### src/rtl/pueo_surf_trig_decoder.sv
// Decodes per-SURF two-beat trigger messages (address, metadata) into a
// single AXI4-Stream trigger queue, lowest lane first, with drop counting.
module pueo_surf_trig_decoder #(
    parameter int NSURF = 32,
    parameter int NBIT  = 16
) (
    input  logic                  sysclk_i,
    input  logic                  rstn_i,
    input  logic                  runrst_i,
    input  logic [NSURF*NBIT-1:0] trigin_dat_i,
    input  logic                  trigin_dat_valid_i,
    input  logic [NSURF-1:0]      trigmask_i,
    output logic [31:0]           trig_tdata_o,
    output logic                  trig_tvalid_o,
    input  logic                  trig_tready_i,
    output logic [15:0]           overflow_count_o
);

    localparam int IW = 5;

    typedef enum logic {
        IDLE,
        META
    } lane_st_e;

    lane_st_e         st_q    [NSURF];
    lane_st_e         st_d    [NSURF];
    logic [14:0]      wip_q   [NSURF];
    logic [14:0]      wip_d   [NSURF];
    logic [14:0]      ent_a_q [NSURF];
    logic [14:0]      ent_a_d [NSURF];
    logic [7:0]       ent_m_q [NSURF];
    logic [7:0]       ent_m_d [NSURF];
    logic [NSURF-1:0] pend_q, pend_d;
    logic [NSURF-1:0] drop;
    logic [31:0]      tdata_q, tdata_d;
    logic             tvalid_q, tvalid_d;
    logic [15:0]      ovf_q, ovf_d;
    logic [16:0]      ovf_sum;

    logic             sel_vld;
    logic [IW-1:0]    sel_idx;
    logic [14:0]      sel_a;
    logic [7:0]       sel_m;
    logic             load;

    // Descending scan so the lowest pending lane wins.
    always_comb begin
        sel_vld = 1'b0;
        sel_idx = '0;
        sel_a   = '0;
        sel_m   = '0;
        for (int i = NSURF - 1; i >= 0; i--) begin
            if (pend_q[i]) begin
                sel_vld = 1'b1;
                sel_idx = IW'(i);
                sel_a   = ent_a_q[i];
                sel_m   = ent_m_q[i];
            end
        end
    end

    assign load = sel_vld && (!tvalid_q || trig_tready_i);

    always_comb begin
        pend_d   = pend_q;
        drop     = '0;
        tvalid_d = tvalid_q;
        tdata_d  = tdata_q;
        ovf_d    = ovf_q;
        ovf_sum  = {1'b0, ovf_q};
        for (int i = 0; i < NSURF; i++) begin
            st_d[i]    = st_q[i];
            wip_d[i]   = wip_q[i];
            ent_a_d[i] = ent_a_q[i];
            ent_m_d[i] = ent_m_q[i];
            if (load && sel_idx == IW'(i))
                pend_d[i] = 1'b0;
            if (trigmask_i[i]) begin
                st_d[i] = IDLE;
            end else if (trigin_dat_valid_i) begin
                unique case (st_q[i])
                    IDLE: begin
                        if (trigin_dat_i[NBIT*i+15]) begin
                            wip_d[i] = trigin_dat_i[NBIT*i +: 15];
                            st_d[i]  = META;
                        end
                    end
                    META: begin
                        st_d[i] = IDLE;
                        // Clear-by-load happened above, so this is a real collision.
                        if (pend_d[i]) begin
                            drop[i] = 1'b1;
                        end else begin
                            pend_d[i]  = 1'b1;
                            ent_a_d[i] = wip_q[i];
                            ent_m_d[i] = trigin_dat_i[NBIT*i +: 8];
                        end
                    end
                endcase
            end
            ovf_sum = ovf_sum + 17'(drop[i]);
        end
        ovf_d = ovf_sum[16] ? 16'hFFFF : ovf_sum[15:0];

        if (load) begin
            tvalid_d = 1'b1;
            tdata_d  = {3'b000, sel_idx, sel_m, 1'b0, sel_a};
        end else if (trig_tready_i) begin
            tvalid_d = 1'b0;
        end

        if (runrst_i) begin
            for (int i = 0; i < NSURF; i++) begin
                st_d[i]    = IDLE;
                wip_d[i]   = '0;
                ent_a_d[i] = '0;
                ent_m_d[i] = '0;
            end
            pend_d   = '0;
            tvalid_d = 1'b0;
            tdata_d  = '0;
            ovf_d    = '0;
        end
    end

    always_ff @(posedge sysclk_i or negedge rstn_i) begin
        if (!rstn_i) begin
            for (int i = 0; i < NSURF; i++) begin
                st_q[i]    <= IDLE;
                wip_q[i]   <= '0;
                ent_a_q[i] <= '0;
                ent_m_q[i] <= '0;
            end
            pend_q   <= '0;
            tvalid_q <= 1'b0;
            tdata_q  <= '0;
            ovf_q    <= '0;
        end else begin
            for (int i = 0; i < NSURF; i++) begin
                st_q[i]    <= st_d[i];
                wip_q[i]   <= wip_d[i];
                ent_a_q[i] <= ent_a_d[i];
                ent_m_q[i] <= ent_m_d[i];
            end
            pend_q   <= pend_d;
            tvalid_q <= tvalid_d;
            tdata_q  <= tdata_d;
            ovf_q    <= ovf_d;
        end
    end

    assign trig_tdata_o     = tdata_q;
    assign trig_tvalid_o    = tvalid_q;
    assign overflow_count_o = ovf_q;

endmodule

### config.mk
export PLATFORM = sky130hd
export DESIGN_NAME = pueo_surf_trig_decoder
export DESIGN_NICKNAME = d
export VERILOG_FILES = /design/src/rtl/pueo_surf_trig_decoder.sv
export SDC_FILE = /design/constraint.sdc
export NUM_CORES = 2
export LEC_CHECK = 0
export CORE_ASPECT_RATIO = 0.7
export CORE_MARGIN = 3
export CORE_UTILIZATION = 40
export CTS_BUF_LIST = sky130_fd_sc_hd__clkbuf_4
export DETAILED_ROUTE_END_ITERATION = 16
export GPL_TIMING_DRIVEN = 0
export PLACE_DENSITY = 0.69
export REMOVE_ABC_BUFFERS = 1
export SYNTH_ARGS = -nofsm -noshare
export SYNTH_HDL_FRONTEND = slang
export SYNTH_SLANG_ARGS = --single-unit
### constraint.sdc
create_clock -name sysclk_i -period 7.2 [get_ports sysclk_i]
set_input_delay 1.8 -clock sysclk_i [delete_from_list [all_inputs] [get_ports sysclk_i]]
set_output_delay 1.8 -clock sysclk_i [all_outputs]
set_load 0.02 [all_outputs]
; ---- After elaboration in Yosys (flattened, before gate mapping)
; Cells that the tools add are included.
[classes]
add_sub_neg = 32
n_eq_ne = 127
n_mux = 908
bitwise_logic = 32
reduce_logical = 199
[ops]
columns = cell, n
row1 = $mux 15, 288
row2 = $mux 8, 160
row3 = $mux 480, 2
row4 = $add 17x1->17, 31
row5 = $mux 1, 387
row6 = $mux 256, 1
row7 = $reduce_and 4->1, 64
row8 = $ne 2x2->1 const B, 96
row9 = $mux 5, 32
row10 = $reduce_bool 2->1, 66
row11 = $mux 32, 4
row12 = $reduce_bool 3->1, 33
row13 = $eq 5x5->1 const B, 16
row14 = $pmux 1 s2, 32
row15 = $eq 5x4->1 const B, 8
row16 = $logic_and 1x1->1, 33
row17 = $mux 16, 2
row18 = $not 1->1, 32
row19 = $eq 5x3->1 const B, 4
row20 = $add 16x1->17, 1
row21 = $eq 5x2->1 const B, 2
row22 = $eq 5x1->1 const B, 1
row23 = $logic_not 5->1, 1
row24 = $logic_not 1->1, 1
row25 = $logic_or 1x1->1, 1
[word_totals]
reg_bits = 1329
elab_cells = 1430

; ---- Longest topological paths before layout
[logic_depth]
ltp_word = 73
ltp_mapped = 30
ltp_nobuf = 27

; ---- Least setup slack after synthesis
; OpenSTA, ideal clock, no wires.
[synth_path]
path_kind = input to register
startpoint = input trig_tready_i
endpoint = register ovf_q[10] (netlist: overflow_count_o[10])
setup_time_ns = 0.078
t_arrival_ns = 8.390
setup_slack_ns = -1.268
path_stages = 27
n_path_buf = 2
path_cell_list = nand2b_1 > clkbuf_1 > nand3_2 > a2111oi_2 > nand2_1 > o31ai_1 > or2_2 > fa_1 > fa_1 > inv_1 > fa_1 > inv_1 > fa_1 > fa_1 > inv_1 > fa_1 > inv_1 > fa_1 > inv_1 > fa_1 > a21o_1 > a21oi_1 > nand2b_1 > a21oi_1 > nand3_1 > clkbuf_1 > a21oi_1
[synth_between]
elab_chain_len = 42
[synth_rtl]
columns = element, line
row1 = start: declaration, 15  ; input logic trig_tready_i,
row2 = $logic_or 1x1->1 *, 63  ; assign load = sel_vld && (!tvalid_q || trig_tready_i);
row3 = $logic_and 1x1->1 *, 63
row4 = $logic_and 1x1->1, 77  ; if (load && sel_idx == IW'(i))
row5 = $mux 1, 77
row6 = $mux 1, 92  ; if (pend_d[i]) begin
row7 = $mux 1, 82  ; unique case (st_q[i])
row8 = $mux 1, 81  ; end else if (trigin_dat_valid_i) begin
row9 = $mux 1, 79  ; if (trigmask_i[i]) begin
row10 = $add 16x1->17, 102  ; ovf_sum = ovf_sum + 17'(drop[i]);
row11 = $add 17x1->17 (30 in series), 102
row12 = $add 17x1->17 *, 102
row13 = $mux 16 *, 104  ; ovf_d = ovf_sum[16] ? 16'hFFFF : ovf_sum[15:0];
row14 = $mux 16 *, 113  ; if (runrst_i) begin
row15 = named net ovf_d[10], 38  ; logic [15:0] ovf_q, ovf_d;
row16 = end signal: assignment, 149  ; ovf_q <= ovf_d;
row17 = end: declaration, 38
; The timed path passes the listed nets; every way through them passes the cells marked *.
; A chain may end at the register's enable or synchronous reset.

; ---- Worst setup path in the final report
[layout_path]
startpoint = input trigin_dat_valid_i
endpoint = register ovf_q[10] (netlist: overflow_count_o[10])
[layout_between]
elab_chain_len = 36
[layout_rtl]
columns = element, line
row1 = start: declaration, 11  ; input logic trigin_dat_valid_i,
row2 = $mux 1, 81
row3 = $mux 1, 79
row4 = $add 16x1->17, 102
row5 = $add 17x1->17 (30 in series), 102
row6 = $add 17x1->17 *, 102
row7 = $mux 16 *, 104
row8 = $mux 16 *, 113
row9 = named net ovf_d[10], 38
; Marked as above.

==> flow_summary.yaml <==
outcome:
  outcome: "complete, but fails checks"
  failed_checks: "slew limit, setup timing"
drt:
  vias: 56600
  wl_microns: 256000
  drc: 0
  first_iter_violations: 7111
  postRouteAntennaNets: 0
  avgRoutedWirePerCell_microns: 26.4
  vias_per_cell: 5.82
  dr.pass1.iters: 7
placement:
  pre_cts_ws_ns: -4.40
  dp_hpwl_microns: 176000
  gp_congestion: 0.969
  place_area_sq_um: 72100
  io_buffers: 593
yosys:
  synth-seq-cells: 1325
  synth_cell_types: 79
  synth_top_family_by_area: "simple AND/OR/NAND/NOR gates"
  netlist_area_sq_um: 64400
  synthTopCellsByCount: "1,325 x dfrtp_1, 1,148 x nand2_1, 764 x a21oi_1, 623 x mux2i_1, 528 x nand2b_1"
  synth-seq-area-share_pct: 51.5
  synth_xor_area_share_pct: 0.150
  yosysWarnings: 0
  synth_top_area_cell: "dfrtp_1"
  synth_edf_count: 0
  yosys-top-cells-area: "dfrtp_1 52%, mux2i_1 9.7%, nand2_1 6.7%, a21oi_1 5.9%, nand2b_1 5.1%"
  synthMuxAreaShare_pct: 9.83
  synth_top_cell_area_share_pct: 51.5
  synth-simple-area-share_pct: 19.5
  synth_compound_area_share_pct: 14.0
  synthCells: 6698
  async_flop_share_pct: 100
  yosysMostFrequentCell: "dfrtp_1"
  synthFlopType: "dfrtp_1"
  synth_fa_ha_area_share_pct: 1.10
  avgSynthCellArea_sq_um: 9.61
setup_path:
  arrival_ns: 8.74
  crit_start: "trigin_dat_valid_i"
  r2r-start: "pend_q[15]"
  regToRegEndpoint: "overflow_count_o[10]"
  rr_worst_depth: 28
  cpPeakStageDelay_ns: 0.63
  critPathMaxFanout: 56
  critical_path_required_ns: 8.40
  crit_top_cell: "fa_1"
  crit_type: "in2reg"
  cp-start-kind: "input port"
  end_kind: "flop"
  critPathSlowestCell: "buf_4"
  reg2reg_slack_ns: -0.33
global_route:
  gr-total-overflow: 0
  use_met2_pct: 40.8
  grt_pass1_wl_microns: 368000
  antenna_found_initial: 107
  grt_pass1_vias: 54700
  top_usage_layer: "met1"
  use_met3_pct: 11.9
  grt_usage_pct: 30.0
  use_met1_pct: 40.9
  grt_max_degree: 296
floorplanning:
  die_area_sq_um: 166000
  dieHeight_microns: 342
  rows: 122
  initial_utilization_pct: 40.5
  core_region_area_sq_um: 159000
  io_pins: 598
  die_w_microns: 485
timing:
  min_period_ns: 7.54
  grt_setup_unrepaired: "true"
  worstMarginPinSlew_ns: 1.51
  finalHoldViolations: 0
  maxSlewViolCount: 2
  worst_clock_skew_ns: 0.137
  max_freq_mhz: 133
  setup_violations: 16
  fin_ws_ns: -0.345
  slew_headroom_pct: -0.495
  post-route-period-util_pct: 105
power_and_ir_drop:
  p_total_uw: 16100
  p_leak_uw: 0.0357
  power_density_nw_per_um2: 205
  vdd_drop_max_v: 0.000121
clock_tree:
  cts_buffers: 354
  clk_pin_slew_ns: 0.08
  clockBufferDepth: 4
  hold_buffers: 0
  clock_sinks: 1325
  cts_root_buffer: "clkbuf_4"
  cts_tree: "yes"
  htreeDepth: 5
  clock_latency_ns: 1.39
finish:
  area_delta_synth_final_pct: 21.9
  nFillCells: 14700
  drive_above_1_share_pct: 13.2
  final_nets: 7899
  postLayoutCellArea_sq_um: 78500
hold_path:
  hold_path_class: "in2async"
job:
  drv_cap: 0
what timing repair did:
action | in CTS | in global routing
cloned | 14 | 1
gates resized for setup | 176 | 33
pin swaps | 52 | 27
endpoints found under the setup margin | 16 | 16
setup buffers | 116 | 18
area by class of cell:
class                      count  area, sq um  share of cell area, %
clock buffer                 507         3810                   4.85
tap                         2108         2640                   3.36
timing repair buffer         785         8360                   10.7
antenna                       74          185                  0.236
clock inverter                67          303                  0.386
sequential                  1325        33200                   42.4
multi-input combinational   4773        29600                   37.8
timing repair inverter         4         20.0                 0.0255
inverter                      66          274                  0.349
stage by stage:
step	hold WS, ns	utilization (%)	instances	setup TNS (ns)
2_1_floorplan	0.480	-	6153	-20.75
3_3_place_gp	0.496	44.5	8854	-
3_5_place_dp	0.502	45.4	8914	-67.51
4_1_cts	0.203	49.1	9617	-3.27
5_1_grt	0.207	49.3	9677	-7.12
6_report	0.268	49.4	9709	-4.50
cell families after synthesis:
group | count (synthesis)
AO/OA/AOI/OAI | 1434
XOR/XNOR | 11
adder cells (fa/ha/maj) | 41
buffers and inverters | 614
flip-flops | 1325
multiplexers | 631
other | 1
AND/OR/NAND/NOR | 2641
worst max-delay path by stage:
| stage | endpoint | slack [ns] | depth (start not counted) |
|---|---|---|---|
| 2_1_floorplan | overflow_count_o[0] | -1.34 | 23 |
| 3_3_place_gp | wip_q[206] | -57.10 | 1 |
| 3_5_place_dp | overflow_count_o[1] | -4.40 | 23 |
| 4_1_cts | overflow_count_o[1] | -0.25 | 28 |
| 5_1_grt | overflow_count_o[4] | -0.55 | 29 |
| 6_report | overflow_count_o[10] | -0.34 | 26 |
layer usage:
layer | part of all wire (%) | wire length (microns) | vias up
met1 | 41 | 104000 | 28200
met4 | 5.2 | 13400 | 72
met5 | 0.19 | 492 | -
li1 | - | - | 24600
met2 | 41 | 105000 | 3011
met3 | 13 | 32800 | 645
critical path: cells and delay by family:
family          cells  cell delay [ns]
fa+ha+maj           8             3.58
buf+inv             9             1.48
xor+xnor            1             0.17
simple gates        4             1.05
compound gates      4             0.48
state kept, by name (all words and copies together), names as in the netlist:
register          cells
ent_a_q             480
wip_q               480
ent_m_q             256
pend_q               32
st_q                 32
trig_tdata_o         28
overflow_count_o     16
trig_tvalid_o         1
cell usage in the layout, fill, tap and decap left out, types with 60 or more instances in the layout:
cell type	Yosys	final
clkbuf_4	0	507
mux2i_1	623	623
nand2_1	1148	1141
diode_2	0	74
o21ai_0	124	119
o22ai_1	105	105
nand3_1	71	66
nor2_1	505	489
a221oi_1	111	111
dfrtp_1	1325	1299
a21oi_1	764	744
nand2b_1	528	512
buf_4	18	108
nand3b_1	57	60
o221ai_1	96	96
clkdlybuf4s50_1	0	590
power breakdown:
group,switching [uW],leakage (uW),internal (uW)
registers,95.8,0.0183,7570
logic,1190,0.0149,707
clock network,3260,0.00249,3240
total,4550,0.0357,11500
(Power assumes the default switching activity.)
